### config.mk
export PLATFORM = sky130hd
export DESIGN_NAME = program_sequencer
export DESIGN_NICKNAME = d
export VERILOG_FILES = /design/src/rtl/program_sequencer_pkg.sv /design/src/rtl/seq_prog_mem.sv /design/src/rtl/program_sequencer.sv
export SDC_FILE = /design/constraint.sdc
export NUM_CORES = 1
export LEC_CHECK = 0
export CAP_MARGIN = 20
export CORE_ASPECT_RATIO = 1.25
export CORE_MARGIN = 2
export CORE_UTILIZATION = 55
export DETAILED_ROUTE_END_ITERATION = 7
export MAX_ROUTING_LAYER = met4
export PLACE_DENSITY_LB_ADDON = 0.3
export SYNTH_ARGS = -nofsm -noshare
export SYNTH_HDL_FRONTEND = slang
export SYNTH_SLANG_ARGS = --single-unit
### constraint.sdc
create_clock -name Clock -period 7.2 [get_ports Clock]
set_clock_uncertainty 0.2 [all_clocks]
set_input_delay 1.8 -clock Clock [delete_from_list [all_inputs] [get_ports Clock]]
set_output_delay 1.8 -clock Clock [all_outputs]
set_load 0.02 [all_outputs]
### src/rtl/program_sequencer_pkg.sv
// Shared definitions for the program sequencer and the processor control unit:
// instruction opcodes, word width and the sequencer FSM state encoding.
package program_sequencer_pkg;

  localparam int WORD_W = 9;

  localparam logic [2:0] OP_MV  = 3'b000;
  localparam logic [2:0] OP_MVI = 3'b001;
  localparam logic [2:0] OP_ADD = 3'b010;
  localparam logic [2:0] OP_SUB = 3'b011;

  typedef enum logic [1:0] {
    S_IDLE  = 2'd0,
    S_ISSUE = 2'd1,
    S_IMM   = 2'd2,
    S_WAIT  = 2'd3
  } seq_state_t;

endpackage

### src/rtl/seq_prog_mem.sv
// Program store for the sequencer: one synchronous write port and one
// combinational read port.
module seq_prog_mem
  import program_sequencer_pkg::*;
#(
  parameter int DEPTH = 32
) (
  input  logic                     clk,
  input  logic                     i_we,
  input  logic [$clog2(DEPTH)-1:0] i_waddr,
  input  logic [WORD_W-1:0]        i_wdata,
  input  logic [$clog2(DEPTH)-1:0] i_raddr,
  output logic [WORD_W-1:0]        o_rdata
);

  logic [WORD_W-1:0] r_mem [DEPTH];

  // NOTE: the array has no reset branch so a loaded program survives Resetn.
  always_ff @(posedge clk) begin
    if (i_we) r_mem[i_waddr] <= i_wdata;
  end

  assign o_rdata = r_mem[i_raddr];

endmodule

### src/rtl/program_sequencer.sv
// Feeds a stored program word by word to a processor over DIN/Run, handling
// mvi immediates, the Done handshake and a per-instruction timeout.
module program_sequencer
  import program_sequencer_pkg::*;
#(
  parameter int DEPTH   = 32,
  parameter int TIMEOUT = 15
) (
  input  logic                     Clock,
  input  logic                     Resetn,
  input  logic                     ld_en,
  input  logic [$clog2(DEPTH)-1:0] ld_addr,
  input  logic [WORD_W-1:0]        ld_data,
  input  logic [$clog2(DEPTH):0]   prog_len,
  input  logic                     start,
  input  logic                     Done,
  output logic [WORD_W-1:0]        DIN,
  output logic                     Run,
  output logic                     busy,
  output logic                     prog_done,
  output logic                     err,
  output logic [$clog2(DEPTH)-1:0] pc
);

  localparam int AW = $clog2(DEPTH);
  localparam int TW = $clog2(TIMEOUT + 1);
  localparam logic [AW:0]   LEN_MAX  = (AW+1)'(DEPTH);
  localparam logic [TW-1:0] TMO_LAST = TW'(TIMEOUT - 1);

  seq_state_t        r_state;
  logic [AW-1:0]     r_pc;
  logic [AW:0]       r_len;
  logic [TW-1:0]     r_tmo;
  logic [WORD_W-1:0] r_din;
  logic              r_run;
  logic              r_prog_done;
  logic              r_err;

  logic              w_idle;
  logic              w_we;
  logic [AW-1:0]     w_pc_inc;
  logic [AW-1:0]     w_rd_addr;
  logic [AW:0]       w_pc_ext_inc;
  logic [AW:0]       w_len_clamped;
  logic [WORD_W-1:0] w_rd_data;
  logic [WORD_W-1:0] w_first_word;
  logic              w_is_mvi;
  logic              w_has_imm;
  logic              w_last;
  logic              w_retire;

  assign w_idle        = (r_state == S_IDLE);
  assign w_we          = ld_en && w_idle;
  assign w_pc_inc      = r_pc + 1'b1;
  assign w_pc_ext_inc  = {1'b0, r_pc} + 1'b1;
  assign w_rd_addr     = w_idle ? '0 : w_pc_inc;
  assign w_len_clamped = (prog_len > LEN_MAX) ? LEN_MAX : prog_len;
  assign w_is_mvi      = (r_din[2:0] == OP_MVI);
  assign w_has_imm     = (w_pc_ext_inc < r_len);
  assign w_last        = (w_pc_ext_inc == r_len);

  // A word written to address 0 on the start cycle must reach the first ISSUE.
  assign w_first_word  = (w_we && ld_addr == '0) ? ld_data : w_rd_data;

  // An mvi in ISSUE always fetches its immediate first; Done there is ignored.
  assign w_retire = Done && ((r_state == S_ISSUE && !w_is_mvi) ||
                             r_state == S_IMM || r_state == S_WAIT);

  seq_prog_mem #(.DEPTH(DEPTH)) u_mem (
    .clk     (Clock),
    .i_we    (w_we),
    .i_waddr (ld_addr),
    .i_wdata (ld_data),
    .i_raddr (w_rd_addr),
    .o_rdata (w_rd_data)
  );

  always_ff @(posedge Clock or negedge Resetn) begin
    if (!Resetn) begin
      r_state     <= S_IDLE;
      r_pc        <= '0;
      r_len       <= '0;
      r_tmo       <= '0;
      r_din       <= '0;
      r_run       <= 1'b0;
      r_prog_done <= 1'b0;
      r_err       <= 1'b0;
    end else begin
      r_prog_done <= 1'b0;
      if (w_retire) begin
        r_pc  <= w_pc_inc;
        r_tmo <= '0;
        if (w_last) begin
          r_prog_done <= 1'b1;
          r_state     <= S_IDLE;
          r_run       <= 1'b0;
          r_din       <= '0;
        end else begin
          r_state <= S_ISSUE;
          r_din   <= w_rd_data;
        end
      end else begin
        case (r_state)
          S_IDLE: begin
            if (start) begin
              r_err <= 1'b0;
              r_pc  <= '0;
              r_tmo <= '0;
              if (prog_len != '0) begin
                r_len   <= w_len_clamped;
                r_state <= S_ISSUE;
                r_run   <= 1'b1;
                r_din   <= w_first_word;
              end else begin
                r_prog_done <= 1'b1;
              end
            end
          end
          S_ISSUE: begin
            if (w_is_mvi && !w_has_imm) begin
              r_err   <= 1'b1;
              r_state <= S_IDLE;
              r_run   <= 1'b0;
              r_din   <= '0;
            end else if (w_is_mvi) begin
              r_pc    <= w_pc_inc;
              r_din   <= w_rd_data;
              r_state <= S_IMM;
            end else begin
              r_state <= S_WAIT;
            end
          end
          S_IMM: r_state <= S_WAIT;
          S_WAIT: begin
            if (r_tmo == TMO_LAST) begin
              r_err   <= 1'b1;
              r_state <= S_IDLE;
              r_run   <= 1'b0;
              r_din   <= '0;
              r_tmo   <= '0;
            end else begin
              r_tmo <= r_tmo + 1'b1;
            end
          end
          default: r_state <= S_IDLE;
        endcase
      end
    end
  end

  assign DIN       = r_din;
  assign Run       = r_run;
  assign busy      = !w_idle;
  assign prog_done = r_prog_done;
  assign err       = r_err;
  assign pc        = r_pc;

endmodule

* After elaboration in Yosys (flattened, before gate mapping)
Memories as Yosys holds them, arrays and structs flattened.
Cells that the tools add are included.
** Word-level totals
- Output and inout port bits :: 18
- Memories :: 1
- Bits in registers :: 29
- Memory bits (writable) :: 288
** Operators by class
- Reductions and logical operators :: 24
- Magnitude comparators :: 2
- Eq/ne operators :: 17
- Multiplexer cells :: 46
- Bitwise logic cells :: 1
- $add $sub $neg :: 3
** Memory list
- u_mem.r_mem :: depth 32, width 9, read ports 1, clocked after Yosys merged registers in 0, write ports 1, RTL line seq_prog_mem.sv:16 : logic [WORD_W-1:0] r_mem [DEPTH];
** Operator list (count)
- $mux 9 :: 8
- $pmux 9 s3 :: 1
- $mux 5 :: 5
- $mux 1 :: 18
- $mux 4 :: 3
- $mux 2 :: 5
- $pmux 5 s2 :: 1
- $reduce_and 5->1 :: 2
- $ne 3x2->1 const B :: 3
- $reduce_bool 3->1 :: 3
- $pmux 2 s4 :: 1
- $pmux 4 s2 :: 1
- $reduce_and 4->1 :: 2
- $add 5x1->6 const B :: 1
- $eq 6x6->1 :: 1
- $gt 6x6->1 const B :: 1
- $lt 6x6->1 :: 1
- $mux 6 :: 1
- $ne 3x3->1 const B :: 2
- $pmux 1 s3 :: 2
- $reduce_and 6->1 :: 1
- $reduce_bool 6->1 :: 1
- $add 5x1->5 const B :: 1
- $logic_and 1x1->1 :: 5
- other kinds (17) :: 23

* Depth between registers and ports, before layout
Gate-level depths: netlist of the first run.
- Word-level depth :: 8
- Gate-level depth with buffers :: 13

* Hierarchy
From an unflattened synthesis of the first run, not the netlist that was laid out.
** Second synthesis, totals
- Cells, all modules :: 666
- Area total of the unflattened synthesis :: 12987.5 um2
** By module, submodules not included
- seq_prog_mem :: instances 1, seq. area each 8648.3 um2, area an instance 11101.9 um2, cells each 454
- program_sequencer :: instances 1, seq. area each 725.7 um2, area an instance 1885.6 um2, cells each 212

* Worst setup path after synthesis of the first run
OpenSTA, ideal clock, no wires.
- Path kind :: input to register
- From :: in Done
- To :: reg r_din[1] (netlist: DIN[1])
- Path slack :: 3626 ps
- Cell stages on the path :: 7
- Data required time :: 6874 ps
- Data arrival time :: 3247 ps
- Library setup time :: 126 ps
- Path through :: clkbuf_1 or3b_1 buf_2 a21boi_4 o21a_4 a32o_1 a221o_1
** On the way
- Word-level cells in the longest chain between the ends :: 3
- Elaborated cells between the ends (all ways) :: 8
- Those cells by class :: 4 x eq/ne; 1 x mux; 3 x reduce/logical
** RTL lines
- start: declaration :: RTL line program_sequencer.sv:16 : input logic Done,
- $logic_and 1x1->1 (*) :: RTL line program_sequencer.sv:66 : assign w_retire = Done && ((r_state == S_ISSUE && !w_is_mvi) ||
- $ne 4x3->1 (no source line), or another cell as far along
- $reduce_and 5->1 (no source line)
- end signal: assignment :: RTL line program_sequencer.sv:100 : r_din <= w_rd_data;
- end signal: assignment :: RTL line program_sequencer.sv:113 : r_din <= w_first_word;
- end signal: assignment :: RTL line program_sequencer.sv:127 : r_din <= w_rd_data;
- end: declaration :: RTL line program_sequencer.sv:34 : logic [WORD_W-1:0] r_din;
Every way passes the cells marked *; elsewhere a longest branch is shown, timed or not.
A chain may end at the register's enable or synchronous reset.

* Final worst setup path of the first run
- From :: reg r_pc[0] (netlist: pc[0])
- To :: out pc[0]
** RTL lines
- start: declaration :: RTL line program_sequencer.sv:31 : logic [AW-1:0] r_pc;
- start signal: assignment :: RTL line program_sequencer.sv:91 : r_pc <= w_pc_inc;
- start signal: assignment :: RTL line program_sequencer.sv:126 : r_pc <= w_pc_inc;
- end: declaration :: RTL line program_sequencer.sv:22 : output logic [$clog2(DEPTH)-1:0] pc
No word-level cell between the ends.

==> results of run 1 <==
state kept, by name, indices dropped and copies added (netlist names):
signal       flops
pc               5
r_state          2
u_mem.r_mem    288
r_len            6
err              1
r_tmo            4
prog_done        1
Run              1
DIN              9
stage by stage:
step	instance area, sq um	std cells
detailed placement	14600	1359
global placement	14600	1359
floorplan	13900	1030
global route	15500	1414
CTS	15500	1414
finish	15500	1414
critical path, stage by stage, from the launching register on:
cell             delay (ns)
dfrtp_4                0.87
buf_4                  0.71
clkdlybuf4s50_1        0.75
where the power goes:
part           switching [uW]  leakage [uW]  internal [uW]
logic                    1360       0.00183            831
clock network             661      0.000472            887
registers                 146       0.00296           2090
layout by cell type (no fill, tap or decap), types with 19 or more instances in the layout:
cell type	Yosys	layout
mux2i_1	45	45
buf_4	13	19
nand2_1	48	48
nor2_1	68	68
clkbuf_16	0	31
o21ai_0	63	63
clkdlybuf4s50_1	0	42
dfrtp_1	29	28
inv_1	53	53
a21oi_1	91	91
edfxtp_1	288	288
nor3_1	41	41
nand2b_1	21	21
routing by layer:
layer  global-route usage  wire [um]  part of all wire
met1                0.325      12900              0.39
met4                0.106       1300             0.039
met5                    -          0                 0
met2                0.426      16300              0.49
met3               0.0389       2540             0.077
cell families (layout without fill, tap and decap cells):
logic type,count (synthesis),in the layout,synth area share
AO/OA/AOI/OAI,268,268,0.120
XOR/XNOR,4,4,0.00305
multiplexers,78,78,0.0719
buffers and inverters,122,171,0.0409
AND/OR/NAND/NOR,232,232,0.0831
flip-flops,317,317,0.673
adder cells (fa/ha/maj),9,9,0.00808
cell type report:
cell class / instances / area (sq um) / area share
Clock buffer: 32 / 779 / 0.0502
Clock inverter: 23 / 194 / 0.0125
Inverter: 55 / 206 / 0.0133
Multi-Input combinational cell: 591 / 4000 / 0.258
Sequential cell: 317 / 9380 / 0.603
Tap cell: 335 / 419 / 0.0270
Timing Repair Buffer: 61 / 563 / 0.0362
final timing paths:
| path | depth (start not counted) | endpoint | from |
|---|---|---|---|
| setup reg to reg | 12 | DIN[1] | pc[0] |
| hold reg to reg | 2 | Run | Run |
| min in group asynchronous | 2 | pc[3] | Resetn |
| hold / removal | 2 | Run | Run |
| setup / recovery | 2 | pc[0] | pc[0] |
| max in group asynchronous | 2 | pc[0] | Resetn |
==> impl_metrics.yaml, run 1 <==
floorplanning:
  pin_count: 43
  initial_utilization: 0.556
  rows: 65
  die_w_um: 146
  die-area_sq_mm: 0.0266
  core-area_sq_mm: 0.0250
  dieHeight_um: 182
pwr:
  ir_drop_mv: 0.203
  p_leak_uw: 0.00526
  power_uw: 5970
  p_per_area_mw_per_mm2: 384
routing:
  drtAntennaViolNets: 0
  vias: 8650
  drcViolationCount: 0
  wirelength_um: 33000
  wl_per_cell_um: 23.4
  initialDrtViolationCount: 896
  via_per_inst: 6.12
  firstDrtPassIters: 5
critical_path:
  r2r_slack_ns: 2.90
  cp_max_fo: 58
  crit_type: "flop to primary output"
  worstSetupStartpointType: "flop"
  endpoint_kind: "primary output"
  worstPathRequired_ns: 5.20
  crit_arrival_ns: 2.93
sta:
  max_freq_mhz: 203
  setup_tns_ns: 0
  hold_viol: 0
  rsz0062_at_grt: "no"
  fin_crit_sh: 0.685
  fin_crit_ns: 4.93
  slew_headroom: 0.299
  worst_slew_pin_slew_ns: 1.05
  setup_slack_ns: 2.27
  finalSetupViolCount: 0
  drv_slew: 0
  holdWs_ns: 0.282
yosys:
  async_flop_share: 0.0915
  synth_fp_nets: 1064
  synth_most_common_cell: "edfxtp_1"
  synth_area_leaders: "edfxtp_1 62%, dfrtp_1 5.2%, a21oi_1 3.3%"
  syn_area_sq_mm: 0.0139
  yosysUniqueCellTypes: 72
  synth-main-ff-cell: "edfxtp_1"
  synth_seq_cells: 317
  ys_warn_count: 0
  ys_seq_area_frac: 0.673
  synthTopCellsByCount: "288 x edfxtp_1, 91 x a21oi_1, 68 x nor2_1"
  syn_inst: 1030
  netlist.area_leader.share: 0.621
  synth_edf_count: 288
  yosysTopAreaCell: "edfxtp_1"
  syn_avg_cell_area_sq_um: 13.5
grt:
  grt_pass1_wl_um: 50900
  track_usage: 0.259
  antenna_found_initial: 0
  grt_overflow: 0
  grt_pass1_vias: 8659
  grt_max_degree: 78
cts:
  clk_path_buf_depth: 3
  cts.sinks: 317
  post_cts.resized_instances: 0
  cts.clk_slew.worst_paths_ns: 0.06
  cts_buffers: 30
  cts_root_buf: "clkbuf_16"
  clk_latency_ns: 0.56
  post_cts_buffers: 0
  cts_hold_buffers: 0
  ctsHtreeMaxLevel: 1
  cts_tree: "built"
placed_design:
  place_hpwl_um: 20600
  io_buffer_count: 42
  place_congestion: 0.888
  dp_slack_ns: 2.70
cells_and_area:
  final_core_util: 0.620
  area_growth_pct: 11.5
  final_nets: 1090
  drive_gt1_frac: 0.108
  fillCellCount: 1926
  antenna_cells: 0
outcome:
  outcome: "complete, no violations"
hold_path:
  hold_class: "flop to flop"
run:
  maxCapViolCount: 0
(Power assumes the default switching activity.)
==> inputs of run 2 (changes only) <==
==> constraint.sdc (replaced) <==
create_clock -name Clock -period 4.6 [get_ports Clock]
set_clock_uncertainty 0.2 [all_clocks]
set_input_delay 1.15 -clock Clock [delete_from_list [all_inputs] [get_ports Clock]]
set_output_delay 1.15 -clock Clock [all_outputs]
set_load 0.02 [all_outputs]
==> impl_metrics.yaml, run 2 (synthesis results as in run 1) <==
sta:
  finalSetupViolCount: 0
  fin_crit_ns: 3.62
  drv_slew: 0
  hold_viol: 0
  fin_crit_sh: 0.787
  max_freq_mhz: 276
  setup_tns_ns: 0
  slew_headroom: 0.303
  worst_slew_pin_slew_ns: 1.04
  rsz0062_at_grt: "no"
cts:
  ctsHtreeMaxLevel: 1
  cts.clk_slew.worst_paths_ns: 0.06
  cts_tree: "built"
  clk_latency_ns: 0.56
  post_cts.resized_instances: 0
  cts_hold_buffers: 0
  post_cts_buffers: 0
  cts.sinks: 317
  cts_buffers: 29
  cts_root_buf: "clkbuf_16"
  clk_path_buf_depth: 3
pwr:
  ir_drop_mv: 0.398
  power_uw: 9360
  p_leak_uw: 0.00541
  p_switching_uw: 3440
  clockPowerShare: 0.251
  p_per_area_mw_per_mm2: 595
  power_frac_seq: 0.361
  swShare: 0.367
  p_comb_frac: 0.389
  p_int_uw: 5920
critical_path:
  rr_worst_depth: 12
  worstPathCellList: "buf_12 > clkdlybuf4s50_1"
  max_stage_delay_ns: 0.73
  r2r_slack_ns: 1.05
  path_buf_inv: 2
  crit_type: "flop to primary output"
  worst_r2r_startpoint: "pc[0]"
  cp_max_fo: 142
  endpoint_kind: "primary output"
  reg2reg_to: "DIN[1]"
  crit_arrival_ns: 2.27
  worstSetupStartpointType: "flop"
  cp_top_family: "buffers and inverters"
  crit_slowest_cell: "clkdlybuf4s50_1"
  worstPathRequired_ns: 3.25
grt:
  grt_pass1_vias: 8820
  antenna_found_initial: 0
  grt_max_degree: 143
  grt_overflow: 0
  track_usage: 0.267
  grt_pass1_wl_um: 52400
hold_path:
  holdPathStages: 2
  hold_start: "r_len[4]"
  holdPathEnd: "r_len[4]"
  hold_class: "flop to flop"
routing:
  drcViolationCount: 0
  via_per_inst: 6.19
  wl_per_cell_um: 23.7
  firstDrtPassIters: 5
  wirelength_um: 34300
  drtAntennaViolNets: 0
  vias: 8951
  initialDrtViolationCount: 982
floorplanning:
  die_w_um: 146
  rows: 65
  initial_utilization: 0.556
  dieHeight_um: 182
  core-area_sq_mm: 0.0250
  pin_count: 43
  die-area_sq_mm: 0.0266
outcome:
  outcome: "complete, no violations"
cells_and_area:
  most-common-layout-cells: "288 x edfxtp_1, 91 x a21oi_1, 68 x nor2_1"
  largest_reg_flops: 288
  layout_commonest_cell: "edfxtp_1"
  regMostFlops: "u_mem.r_mem"
  drive_gt1_frac: 0.133
  final_nets: 1121
  area_growth_pct: 13.0
  antenna_cells: 0
placed_design:
  place_congestion: 0.899
  io_buffer_count: 42
  place_hpwl_um: 21600
run:
  maxCapViolCount: 0
## run 2: cell count changes in the layout (fill, tap and decap cells not counted), moves of 2 or more
cell,previous run,this run
buf_4,19,50
clkinv_1,10,2
clkbuf_1,1,8
clkbuf_16,31,29
clkbuf_8,0,2
## run 2: cell type report
class | count | area (sq um)
well taps | 335 | 419
clock inverters | 15 | 135
multi-input cells | 591 | 4000
repair buffers | 93 | 816
clock buffers | 39 | 783
flip-flops and latches | 317 | 9380
inverters | 55 | 206
fillers | 1923 | 9310
## run 2: how the worst max path moves through the flow
stage	cells after the start	endpoint	from
finish	2	pc[0]	pc[0]
global route	11	DIN[1]	pc[0]
CTS	2	pc[0]	pc[0]
detailed placement	7	DIN[5]	ld_addr[3]
global placement	7	DIN[4]	ld_addr[3]
floorplan	13	DIN[1]	pc[1]
## run 2: stage by stage
step	instances	setup WS, ns	hold slack, ns	instance area, sq um	utilization
2_1_floorplan	1030	1.44	0.250	13900	-
3_3_place_gp	1391	0.815	0.264	14800	0.592
3_5_place_dp	1391	0.696	0.274	14800	0.592
4_1_cts	1445	0.924	0.288	15700	0.628
5_1_grt	1445	0.783	0.325	15700	0.628
6_report	1445	0.980	0.283	15700	0.628
## run 2: layer usage
metal | vias to the layer above | track usage | routed length (um)
li1 | 4016 | - | -
met1 | 4437 | 0.348 | 13600
met2 | 413 | 0.440 | 17000
met3 | 85 | 0.0329 | 2430
met4 | 0 | 0.0924 | 1240
met5 | - | - | 0
## run 2: power by group through the flow
stage          Sequential, uW  Combinational, uW  Clock [uW]
2_1_floorplan            3450               2500           0
3_3_place_gp             3430               3520           0
3_5_place_dp             3430               3590           0
4_1_cts                  3370               3610        2360
5_1_grt                  3390               3920        2480
6_report                 3370               3640        2350
## run 2: worst register-to-register path: stages (launching register included)
cell and delay, ns:
dfrtp_4 0.52, ha_4 0.20, xnor2_1 0.16, buf_4 0.26, inv_1 0.09, ha_1 0.29, and4_1 0.25, o21ai_0 0.14
a31oi_1 0.31, nand2b_1 0.35, o21ai_0 0.16, a32o_1 0.22, a221o_1 0.28
